==> src/rtl/noc_traffic_injector.sv <==
// Synthetic traffic source for one mesh router Local port. A seeded Galois
// LFSR supplies every random choice, so a given parameter set always
// produces the same packet sequence and timing.
module noc_traffic_injector #(
    parameter int          DIM         = 4,
    parameter int          PID_W       = 10,
    parameter int          ID_W        = 6,
    parameter int          MODULE_ID   = 0,
    parameter int          X_POS       = 0,
    parameter int          Y_POS       = 0,
    parameter int          MESH_X      = 4,
    parameter int          MESH_Y      = 4,
    parameter int          PATTERN     = 0,
    parameter int          FIX_X       = 4,
    parameter int          FIX_Y       = 1,
    parameter int          GAP_MODE    = 1,
    parameter int          GAP_FIXED   = 0,
    parameter int          GAP_MASK    = 15,
    parameter int          MAX_PACKETS = 1023,
    parameter logic [15:0] LFSR_SEED   = 16'hACE1,
    localparam int         DATA_WIDTH  = 4 * DIM + PID_W + ID_W
) (
    input  logic                  clk,
    input  logic                  reset,
    input  logic                  enable,
    input  logic                  DnStrFull,
    input  logic                  GntDnStr,
    output logic                  ReqDnStr,
    output logic [DATA_WIDTH-1:0] PacketOut,
    output logic [PID_W-1:0]      sent_count,
    output logic                  done
);

    // An all-zero Galois LFSR never leaves zero, so such a seed becomes 1.
    localparam logic [15:0] SEED_EFF = (LFSR_SEED == 16'h0000) ? 16'h0001 : LFSR_SEED;
    localparam logic [15:0] TAPS     = 16'hB400;

    typedef enum logic [2:0] {
        IDLE       = 3'd0,
        PKT_PREP   = 3'd1,
        GAP_WAIT   = 3'd2,
        SEND_REQ   = 3'd3,
        WAIT_GRANT = 3'd4,
        DONE       = 3'd5
    } state_t;

    state_t                state_q, state_d;
    logic [15:0]           lfsr_q, lfsr_d;
    logic [15:0]           gap_q, gap_d;
    logic [15:0]           gap_cnt_q, gap_cnt_d;
    logic [PID_W-1:0]      pid_q, pid_d;
    logic [DIM-1:0]        dst_x_q, dst_x_d;
    logic [DIM-1:0]        dst_y_q, dst_y_d;
    logic                  req_q, req_d;
    logic [DATA_WIDTH-1:0] pkt_q, pkt_d;
    logic [PID_W-1:0]      sent_q, sent_d;
    logic                  done_q, done_d;
    logic [PID_W-1:0]      sent_inc;

    // One right shift of the 16-bit Galois LFSR.
    function automatic logic [15:0] lfsr_step(input logic [15:0] v);
        lfsr_step = v[0] ? ((v >> 1) ^ TAPS) : (v >> 1);
    endfunction

    // Destination {x, y} for the configured pattern; l is the low LFSR slice.
    function automatic logic [2*DIM-1:0] pick_dst(input logic [2*DIM-1:0] l);
        logic [31:0] xr;
        logic [31:0] yr;
        xr = 32'(l[DIM-1:0]) % 32'(MESH_X);
        yr = 32'(l[2*DIM-1:DIM]) % 32'(MESH_Y);
        // Uniform traffic must never target this node itself.
        if (xr == 32'(X_POS) && yr == 32'(Y_POS)) begin
            xr = (xr + 32'd1) % 32'(MESH_X);
        end
        case (PATTERN)
            1:       pick_dst = {DIM'(xr), DIM'(yr)};
            2:       pick_dst = {DIM'(Y_POS), DIM'(X_POS)};
            3:       pick_dst = {DIM'(MESH_X - 1 - X_POS), DIM'(MESH_Y - 1 - Y_POS)};
            default: pick_dst = {DIM'(FIX_X), DIM'(FIX_Y)};
        endcase
    endfunction

    assign sent_inc = sent_q + 1'b1;

    // Next-state, packet construction and handshake control.
    always_comb begin
        state_d   = state_q;
        lfsr_d    = lfsr_step(lfsr_q);
        gap_d     = gap_q;
        gap_cnt_d = gap_cnt_q;
        pid_d     = pid_q;
        dst_x_d   = dst_x_q;
        dst_y_d   = dst_y_q;
        req_d     = req_q;
        pkt_d     = pkt_q;
        sent_d    = sent_q;
        done_d    = done_q;

        case (state_q)
            IDLE: begin
                if (done_q) begin
                    state_d = DONE;
                end else if (enable) begin
                    gap_d   = (GAP_MODE != 0) ? (lfsr_q & 16'(GAP_MASK)) : 16'(GAP_FIXED);
                    state_d = PKT_PREP;
                end
            end
            PKT_PREP: begin
                {dst_x_d, dst_y_d} = pick_dst(lfsr_q[2*DIM-1:0]);
                pid_d     = pid_q + 1'b1;
                gap_cnt_d = '0;
                state_d   = (gap_q == 16'd0) ? SEND_REQ : GAP_WAIT;
            end
            GAP_WAIT: begin
                if (gap_cnt_q == gap_q - 16'd1) begin
                    state_d = SEND_REQ;
                end else begin
                    gap_cnt_d = gap_cnt_q + 16'd1;
                end
            end
            SEND_REQ: begin
                // Stall here while the Local FIFO is full; the gap is not redrawn.
                if (!DnStrFull) begin
                    pkt_d   = {dst_x_q, dst_y_q, DIM'(X_POS), DIM'(Y_POS), pid_q, ID_W'(MODULE_ID)};
                    req_d   = 1'b1;
                    state_d = WAIT_GRANT;
                end
            end
            WAIT_GRANT: begin
                if (GntDnStr) begin
                    req_d  = 1'b0;
                    sent_d = sent_inc;
                    if (sent_inc == PID_W'(MAX_PACKETS)) begin
                        done_d  = 1'b1;
                        state_d = DONE;
                    end else begin
                        state_d = IDLE;
                    end
                end
            end
            DONE: begin
                done_d = 1'b1;
                req_d  = 1'b0;
            end
            default: begin
                state_d = IDLE;
                req_d   = 1'b0;
            end
        endcase
    end

    // State and datapath registers; reset drops any partial packet.
    always_ff @(posedge clk or negedge reset) begin
        if (!reset) begin
            state_q   <= IDLE;
            lfsr_q    <= SEED_EFF;
            gap_q     <= '0;
            gap_cnt_q <= '0;
            pid_q     <= '0;
            dst_x_q   <= '0;
            dst_y_q   <= '0;
            req_q     <= 1'b0;
            pkt_q     <= '0;
            sent_q    <= '0;
            done_q    <= 1'b0;
        end else begin
            state_q   <= state_d;
            lfsr_q    <= lfsr_d;
            gap_q     <= gap_d;
            gap_cnt_q <= gap_cnt_d;
            pid_q     <= pid_d;
            dst_x_q   <= dst_x_d;
            dst_y_q   <= dst_y_d;
            req_q     <= req_d;
            pkt_q     <= pkt_d;
            sent_q    <= sent_d;
            done_q    <= done_d;
        end
    end

    assign ReqDnStr   = req_q;
    assign PacketOut  = pkt_q;
    assign sent_count = sent_q;
    assign done       = done_q;

endmodule

==> config.mk <==
export PLATFORM = sky130hd
export DESIGN_NAME = noc_traffic_injector
export DESIGN_NICKNAME = d
export VERILOG_FILES = /design/src/rtl/noc_traffic_injector.sv
export SDC_FILE = /design/constraint.sdc
export NUM_CORES = 1
export LEC_CHECK = 0
export ABC_CLOCK_PERIOD_IN_PS = 2400
export CAP_MARGIN = 20
export CORE_ASPECT_RATIO = 1.5
export CORE_MARGIN = 5
export CORE_UTILIZATION = 53
export CTS_BUF_LIST = sky130_fd_sc_hd__clkbuf_8
export CTS_CLUSTER_DIAMETER = 100
export DETAILED_ROUTE_END_ITERATION = 12
export PLACE_DENSITY = 0.81
export SLEW_MARGIN = 15
export SYNTH_ARGS = -nofsm -noshare
export SYNTH_HDL_FRONTEND = slang
export SYNTH_SLANG_ARGS = --single-unit
==> constraint.sdc <==
create_clock -name clk -period 2.4 [get_ports clk]
set_input_delay 0.24 -clock clk [delete_from_list [all_inputs] [get_ports clk]]
set_output_delay 0.24 -clock clk [all_outputs]
set_load 0.02 [all_outputs]
# == Yosys cells after proc, flatten, opt, wreduce, memory -nomap -nowiden ==
# Index checks and enable logic that the tools add are counted.
# op_classes
eq_ne,13
bitwise,5
mux,17
add_sub_neg,4
reduce_logical,12
# ops
op,n
16-bit two-way mux,2
16-bit case mux with 2 select lines,1
10-bit by 1-bit adder with 10-bit output (second input constant),2
3-bit two-way mux,6
3-bit case mux with 6 select lines,1
16-bit by 1-bit adder with 16-bit output (second input constant),1
16-bit equality test,1
16-bit logical NOT,1
10-bit equality test (second input constant),1
2-bit != test (second input constant),5
3-bit AND reduction,3
3-bit by 2-bit equality test with 1-bit output (second input constant),2
3-bit equality test (second input constant),2
2-bit AND reduction,3
1-bit two-way mux,5
5-bit AND reduction,1
4-bit by 1-bit subtractor with 5-bit output (second input constant),1
1-bit inverter,4
3-bit inverter with 4-bit output,1
2-bit nonzero test,2
3-bit by 1-bit equality test with 1-bit output (second input constant),1
3-bit logical NOT,1
3-bit != test (second input constant),1
1-bit case mux with 3 select lines,1
other kinds (2),2
# word_totals
register_bits,73
out_inout_bits,44
word_cells,61
inputBits,5

# == Longest topological paths before layout ==
# Gate-level depths: netlist (run 1).
# depth
depth_word,5
depth_mapped,9
mapped_depth_nobuf,7

# == Worst setup path after synthesis (run 1) ==
# No wires, ideal clock.
# synth_path
kind,register -> register
startpoint,register gap_q[0]
endpoint,register gap_cnt_q[14]
period_less_slack_ns,2.138
stages_incl_launch_ff,8
path_slack_ns,0.262
setup_ns,0.078
path_buffers,0
arrival_ns,2.060
t_required_ns,2.322
cell_sequence,dfrtp_1 > inv_1 > ha_1 > or3b_4 > and4_4 > o2111a_2 > or4_1 > a21oi_1
# synth_via
elab_chain_len,4
# synth_rtl
element,line,rtl
"start, declared",49,"logic [15:0] gap_q, gap_d;"
"start signal, assigned",169,gap_q <= gap_d;
4-bit by 1-bit subtractor with 5-bit output,115,if (gap_cnt_q == gap_q - 16'd1) begin
16-bit equality test,115,
2-bit != test (no line),n/a,
2-bit AND reduction (no line),n/a,
"end signal, assigned",170,gap_cnt_q <= gap_cnt_d;
"end, declared",50,"logic [15:0] gap_cnt_q, gap_cnt_d;"
# No other way between the ends.
# A chain may end at the register's enable or synchronous reset.

# == Worst setup path in the final report (run 1) ==
# Ends and elaborated chain as after synthesis.

==> qor.csv, run 1 <==
stage;metric;value;unit
status;status;finished clean;
critical_path;Buffers & Inverters on Critical Path;1;
yosys;top cells by instance count after synthesis;dfrtp_1, buf_4, nand2_1;
die;Starting Density;53.52;%
yosys;Yosys top cell by area;dfrtp_1;
yosys;synth warn;0;
yosys;Top FF cell, synth;dfrtp_1;
die;Die Y-Extent;108.4;um
yosys;top cell type's share of synthesized area;47.51;%
cts;Reg clk slew, reported paths;0.07;ns
yosys;count of cell types in the netlist;45;
yosys;Synth Area in Adders;1.827;%
die;row count;36;
cts;CTS tree;built;
die;Ports;49;
yosys;Post-synth EDFFs;0;
sta;Max Freq;429.2;MHz
sta;Fin Setup TNS;0;ns
critical_path;CP max stage cell;or4_1;
grt;initial antenna violation count;0;
critical_path;worst reg2reg setup slack;0.07;ns
run;max_cap viols;0;
yosys;most numerous cell in the Yosys netlist;dfrtp_1;
critical_path;CP Capture Type;flop;
sta;final hold viol count;0;
worst_hold_path;Min-Delay Startpoint;lfsr_q[4];
grt;number of global-route vias before repair;2382;
layout;final instance area;0.003980;mm2
cts;CTS max path bufs;2;
sta;Rel. slew slack;63.31;%
sta;Final period util;97.07;%
placed_design;Cell Area, Placed;0.003737;mm2
yosys;largest family of logic cells by synthesized area;simple AND/OR/NAND/NOR gates;
yosys;Post-Syn Area;0.003423;mm2
detailed_routing;wire per inst;15.33;um
die;core area;0.006396;mm2
layout;Storage cell area;0.001837;mm2
power;Pwr Density;908.8;mW/mm2
layout;# nets final;357;
critical_path;R2R cell count;7;
grt;gr ovfl total;0;
worst_hold_path;Tightest Hold Check Type;flop to flop;
cts;worst-skew pair later-pin latency;0.35;ns
layout;multi-input logic area;0.001445;mm2
power;Tot Pwr;3.617;mW
layout;Ant. Diodes;0;
power;Max VDD drop;0.6189;mV
grt;global-route wire length before repair;11.12;mm
yosys;mux contribution to synthesized area;4.569;%
layout;layout cells sized above 1;16.19;%
placed_design;GP Congestion;0.9331;
critical_path;WP data required;2.68;ns
cts;clk sinks;73;
critical_path;Largest delay share family, worst path;simple AND/OR/NAND/NOR gates;
sta;RSZ-0062 raised after global routing;yes;
die;DIE AREA;0.008199;mm2
cts;TritonCTS Buffers;9;
detailed_routing;DRC Markers;0;
critical_path;crit-path max FO;11;
sta;Setup Skew;0.006019;ns
yosys;Synth Area in Simple Gates;17.87;%
yosys;syn_area_per_cell;11.08;um2
sta;worst slew pin tran;0.5428;ns
grt;GRT Util Overall;18.02;%
placed_design;DP HPWL;4.569;mm
die;Die Span X;75.62;um
yosys;#FFs+latches synth;73;
critical_path;RR Startpoint;gap_q[0];
detailed_routing;drt pass-1 iters;4;
power;leakage power;1.790;nW
cts;CTS H-tree depth;3;
detailed_routing;vias post-DR;2392;
sta;Setup-failing EPs final;0;
critical_path;Arr. time, crit path;2.61;ns
critical_path;Max stage delay on crit path;0.52;ns
critical_path;r2r endpoint;gap_cnt_q[14];
placed_design;I/O Buffers;28;
sta;count of final max-slew check failures;0;
detailed_routing;Detailed Route Iter0 Violations;236;
cts;post-CTS setup buffers;0;
critical_path;crit start category;flop;
critical_path;CP Cell Sequence;inv_1 -> ha_2 -> or3b_4 -> and4_4 -> o2111a_2 -> or4_1 -> a21oi_2;
cts;CTS Root Cell;clkbuf_8;
sta;min Tclk post-route;2.330;ns
detailed_routing;routed wire length;6.560;mm
yosys;Synth Area in Compound Gates;7.566;%
yosys;sequential share of the synthesized area;53.65;%
critical_path;CP Class;flop to flop;
sta;worst hold slack;0.3561;ns
yosys;XOR/XNOR share of the synthesized area;7.675;%
yosys;Synth Instances;309;
detailed_routing;vias per cell;5.589;
grt;largest net degree at the start of global routing;74;
worst_hold_path;hold depth;0;
worst_hold_path;WHS Endpoint;lfsr_q[3];
layout;Area growth syn-to-layout;16.26;%
detailed_routing;Final ANT Viol Nets;0;
layout;fillers;515;
yosys;Synth area leaders;dfrtp_1, dfstp_2, buf_4, xnor2_1, mux2_2;
yosys;ys async rst share;100.0;%
cell type report:
class	instances	area share, %
Sequential cell	73	46.15
Tap cell	76	2.389
Clock buffer	12	4.150
Multi-Input combinational cell	219	36.31
Clock inverter	4	1.257
Timing Repair Buffer	38	9.179
Inverter	6	0.5659
logic make-up after synthesis:
logic type,after synthesis
and+or+nand+nor,106
adders and majority gates,5
AOI/OAI and AO/OA,43
muxes,14
xor gates and xnor gates,30
DFF,73
buffers and inverters,37
other,1
what timing repair did:
action / 4_1_cts / 5_1_grt
hold endpoints to repair: 65 / 0
setup endpoints to repair: 1 / 4
hold buffers: 1 / 0
gates cloned: 1 / 0
resized for setup: 0 / 2
pin swaps: 1 / 1
placed cells by master (no fill, tap or decap), drive strengths merged, types with 6 or more instances in the layout:
master / count
nand4: 12
clkdlybuf4s50: 27
inv: 8
xor2: 12
and3: 6
clkbuf: 12
conb: 20
xnor2: 18
nor2: 10
o21ai: 17
or3: 8
a21oi: 11
dfrtp: 65
buf: 10
dfstp: 8
nand3: 19
mux2: 13
nand2: 21
how the worst max path moves through the flow:
stage             start             to  slack (ns)  cells past startpoint
6_report       gap_q[0]  gap_cnt_q[14]        0.07                      7
5_1_grt        gap_q[0]     state_q[0]       -0.02                      7
4_1_cts        gap_q[0]     state_q[0]        0.05                      7
3_5_place_dp   gap_q[0]     state_q[0]       0.006                      7
3_3_place_gp   gap_q[0]  gap_cnt_q[14]        0.13                      7
2_1_floorplan  gap_q[0]  gap_cnt_q[14]        0.26                      7
through the flow:
stage	instances	utilization, %	setup slack [ns]
global route	428	62.23	-0.01547
detailed placement	410	58.43	0.006267
finish	428	62.23	0.07035
CTS	428	62.13	0.04844
global placement	410	58.43	0.1280
floorplan	328	-	0.2622
per-layer routing:
metal,track usage [%],up-vias,part of all wire [%]
li1,-,1138,-
met1,22.35,1176,42
met2,28.99,65,51
met3,2.977,13,4.4
met4,10.50,0,2.8
met5,0,-,0
report_power, final:
group,leakage (nW),internal [mW],switching [mW]
clock network,0.110,0.565,0.447
registers,0.937,1.39,0.202
logic,0.743,0.448,0.560
state kept, by name (all words and copies together), names as in the netlist:
signal	count
done	1
pid_q	10
sent_count	10
PacketOut	11
gap_q	4
dst_y_q	1
gap_cnt_q	16
ReqDnStr	1
state_q	3
lfsr_q	16
worst reg2reg max path, stage by stage, from the launching register on:
cell,delay (ns)
dfrtp_1,0.40
inv_1,0.09
ha_2,0.19
or3b_4,0.41
and4_4,0.18
o2111a_2,0.34
or4_1,0.52
a21oi_2,0.14
No activity file was read; power rests on OpenSTA's default activity.
==> inputs of run 2 (changes only) <==
Settings changed: SKIP_CTS_REPAIR_TIMING set to 1.
==> run 2 against run 1 <==
Effect of this change:
- power up 0.60%
- count of clock-buffer cells in the layout is the same
- largest cell class unchanged
- flip-flop and latch count is the same
- via count up 1.0%
- die area unchanged
- clock power about the same
==> qor.csv, run 2 (synthesis results as in run 1) <==
stage;metric;value;unit;change
status;status;finished clean;;
grt;GRT Util Overall;17.72;%;-0.30 points
critical_path;Arr. time, crit path;2.53;ns;-0.08 ns
critical_path;CP Class;flop to flop;;
power;share of power burned in registers;43.9;%;-0.2 points
detailed_routing;wire per inst;15.22;um;-0.71%
sta;count of final max-slew check failures;0;;unchanged
layout;Area growth syn-to-layout;17.07;%;
power;Comb pwr share;28.4;%;+0.5 points
cts;CTS tree;built;;
die;Ports;49;;unchanged
placed_design;DP HPWL;4.569;mm;unchanged
layout;leading cell type in the layout, fill and taps excluded;dfrtp_1;;
detailed_routing;drt pass-1 iters;4;;unchanged
die;DIE AREA;0.008199;mm2;unchanged
layout;layout cells sized above 1;17.13;%;+0.94 points
sta;Rel. slew slack;63.72;%;+0.41 points
cts;CTS max path bufs;2;;unchanged
layout;final core occ;62.66;%;+0.43 points
placed_design;GP Congestion;0.9331;;unchanged
die;Starting Density;53.52;%;unchanged
cts;TritonCTS Buffers;9;;unchanged
critical_path;WP data required;2.64;ns;-0.04 ns
sta;final hold viol count;0;;unchanged
worst_hold_path;Tightest Hold Check Type;flop to flop;;
sta;Final period util;95.67;%;-1.4 points
worst_hold_path;hold depth;0;;unchanged
layout;most frequent cells in the layout;dfrtp_1, clkdlybuf4s50_1, nand2_1;;
die;row count;36;;unchanged
detailed_routing;vias post-DR;2416;;+1.0%
power;Clk pwr share;27.7;%;-0.3 points
grt;global-route wire length before repair;10.94;mm;-1.7%
grt;largest net degree at the start of global routing;74;;unchanged
power;Max VDD drop;0.6219;mV;+0.48%
die;Die Y-Extent;108.4;um;unchanged
grt;initial antenna violation count;0;;unchanged
sta;Setup Skew;0.007177;ns;+0.001158 ns
detailed_routing;Detailed Route Iter0 Violations;284;;+20%
power;Int Pwr;2.432;mW;+1.0%
critical_path;R2R cell count;7;;unchanged
critical_path;crit start category;flop;;
power;net switching power figure;1.207;mW;-0.24%
detailed_routing;routed wire length;6.574;mm;+0.21%
layout;Ant. Diodes;0;;unchanged
die;Die Span X;75.62;um;unchanged
power;leakage power;1.812;nW;+1.2%
sta;worst hold slack;0.3531;ns;-0.002952 ns
grt;number of global-route vias before repair;2385;;+0.13%
grt;gr ovfl total;0;;unchanged
layout;final instance area;0.004008;mm2;+0.69%
detailed_routing;vias per cell;5.593;;about the same
sta;Setup-failing EPs final;0;;unchanged
detailed_routing;Final ANT Viol Nets;0;;unchanged
critical_path;CP Capture Type;flop;;
power;Tot Pwr;3.639;mW;+0.60%
sta;Max Freq;435.5;MHz;+1.5%
placed_design;Post-Place Cells;410;;unchanged
layout;Finished Layout Cells;432;;+0.93%
cts;Reg clk slew, reported paths;0.07;ns;about the same
cts;CTS H-tree depth;3;;unchanged
layout;# nets final;361;;+1.1%
cts;worst-skew pair later-pin latency;0.35;ns;about the same
sta;worst slew pin tran;0.5367;ns;-0.006048 ns
die;core area;0.006396;mm2;unchanged
detailed_routing;DRC Markers;0;;unchanged
cts;clk sinks;73;;unchanged
placed_design;I/O Buffers;28;;unchanged
critical_path;crit-path max FO;8;;-3
sta;min Tclk post-route;2.296;ns;-0.03346 ns
power;Pwr Density;908.0;mW/mm2;about the same
placed_design;Cell Area, Placed;0.003737;mm2;unchanged
power;sw frac;33.16;%;-0.28 points
run;max_cap viols;0;;unchanged
cts;CTS Root Cell;clkbuf_8;;
## run 2: cell count changes in the layout (fill, tap and decap cells not counted)
cell,previous run,this run
buf_4,8,12
o2111a_2,1,2
o2111a_1,1,0
a21oi_2,1,0
a21oi_1,10,11
## run 2: final cells by class
cell class	instances	area, um2
clock buffers	12	165.2
inverters	6	22.52
multi-input cells	219	1443
clock inverters	4	50.05
repair buffers	42	395.4
flip-flops and latches	73	1837
fillers	507	2389
well taps	76	95.09
## run 2: power by group through the flow
| stage | logic [mW] | clock network, mW | registers (mW) |
|---|---|---|---|
| 2_1_floorplan | 0.620 | 0 | 1.64 |
| 3_3_place_gp | 0.976 | 0 | 1.61 |
| 3_5_place_dp | 0.997 | 0 | 1.62 |
| 4_1_cts | 1.00 | 1.03 | 1.60 |
| 5_1_grt | 1.13 | 1.09 | 1.63 |
| 6_report | 1.03 | 1.01 | 1.60 |
## run 2: per-layer routing
| layer | vias to the layer above | wire [um] | global-route usage (%) |
|---|---|---|---|
| met5 | - | 0 | 0 |
| met4 | 0 | 136 | 9.000 |
| met3 | 13 | 314 | 4.186 |
| met2 | 67 | 3433 | 29.05 |
| met1 | 1190 | 2690 | 21.24 |
| li1 | 1146 | - | - |
## run 2: worst max-delay path, stage by stage (launching register included)
cell and delay, ns:
dfrtp_1 0.40, inv_1 0.08, ha_2 0.19, or3b_4 0.41, nor4_4 0.35, o2111a_2 0.35, nor2b_1 0.08, o41ai_1 0.33
## run 2: path summary, 6_finish.rpt
check | from | to | slack (ns)
hold / removal | lfsr_q[4] | lfsr_q[3] | 0.35
setup reg to reg | gap_q[0] | state_q[0] | 0.10
setup / recovery | gap_q[0] | state_q[0] | 0.10
hold reg to reg | lfsr_q[4] | lfsr_q[3] | 0.35
min in group asynchronous | reset | gap_cnt_q[0] | 0.44
max in group asynchronous | reset | lfsr_q[15] | 1.63
## run 2: through the flow
| stage | setup TNS [ns] | setup WS [ns] |
|---|---|---|
| floorplan | 0 | 0.2622 |
| global placement | 0 | 0.1280 |
| detailed placement | 0 | 0.006267 |
| CTS | -0.01105 | -0.01105 |
| global route | -0.005597 | -0.005597 |
| finish | 0 | 0.1038 |
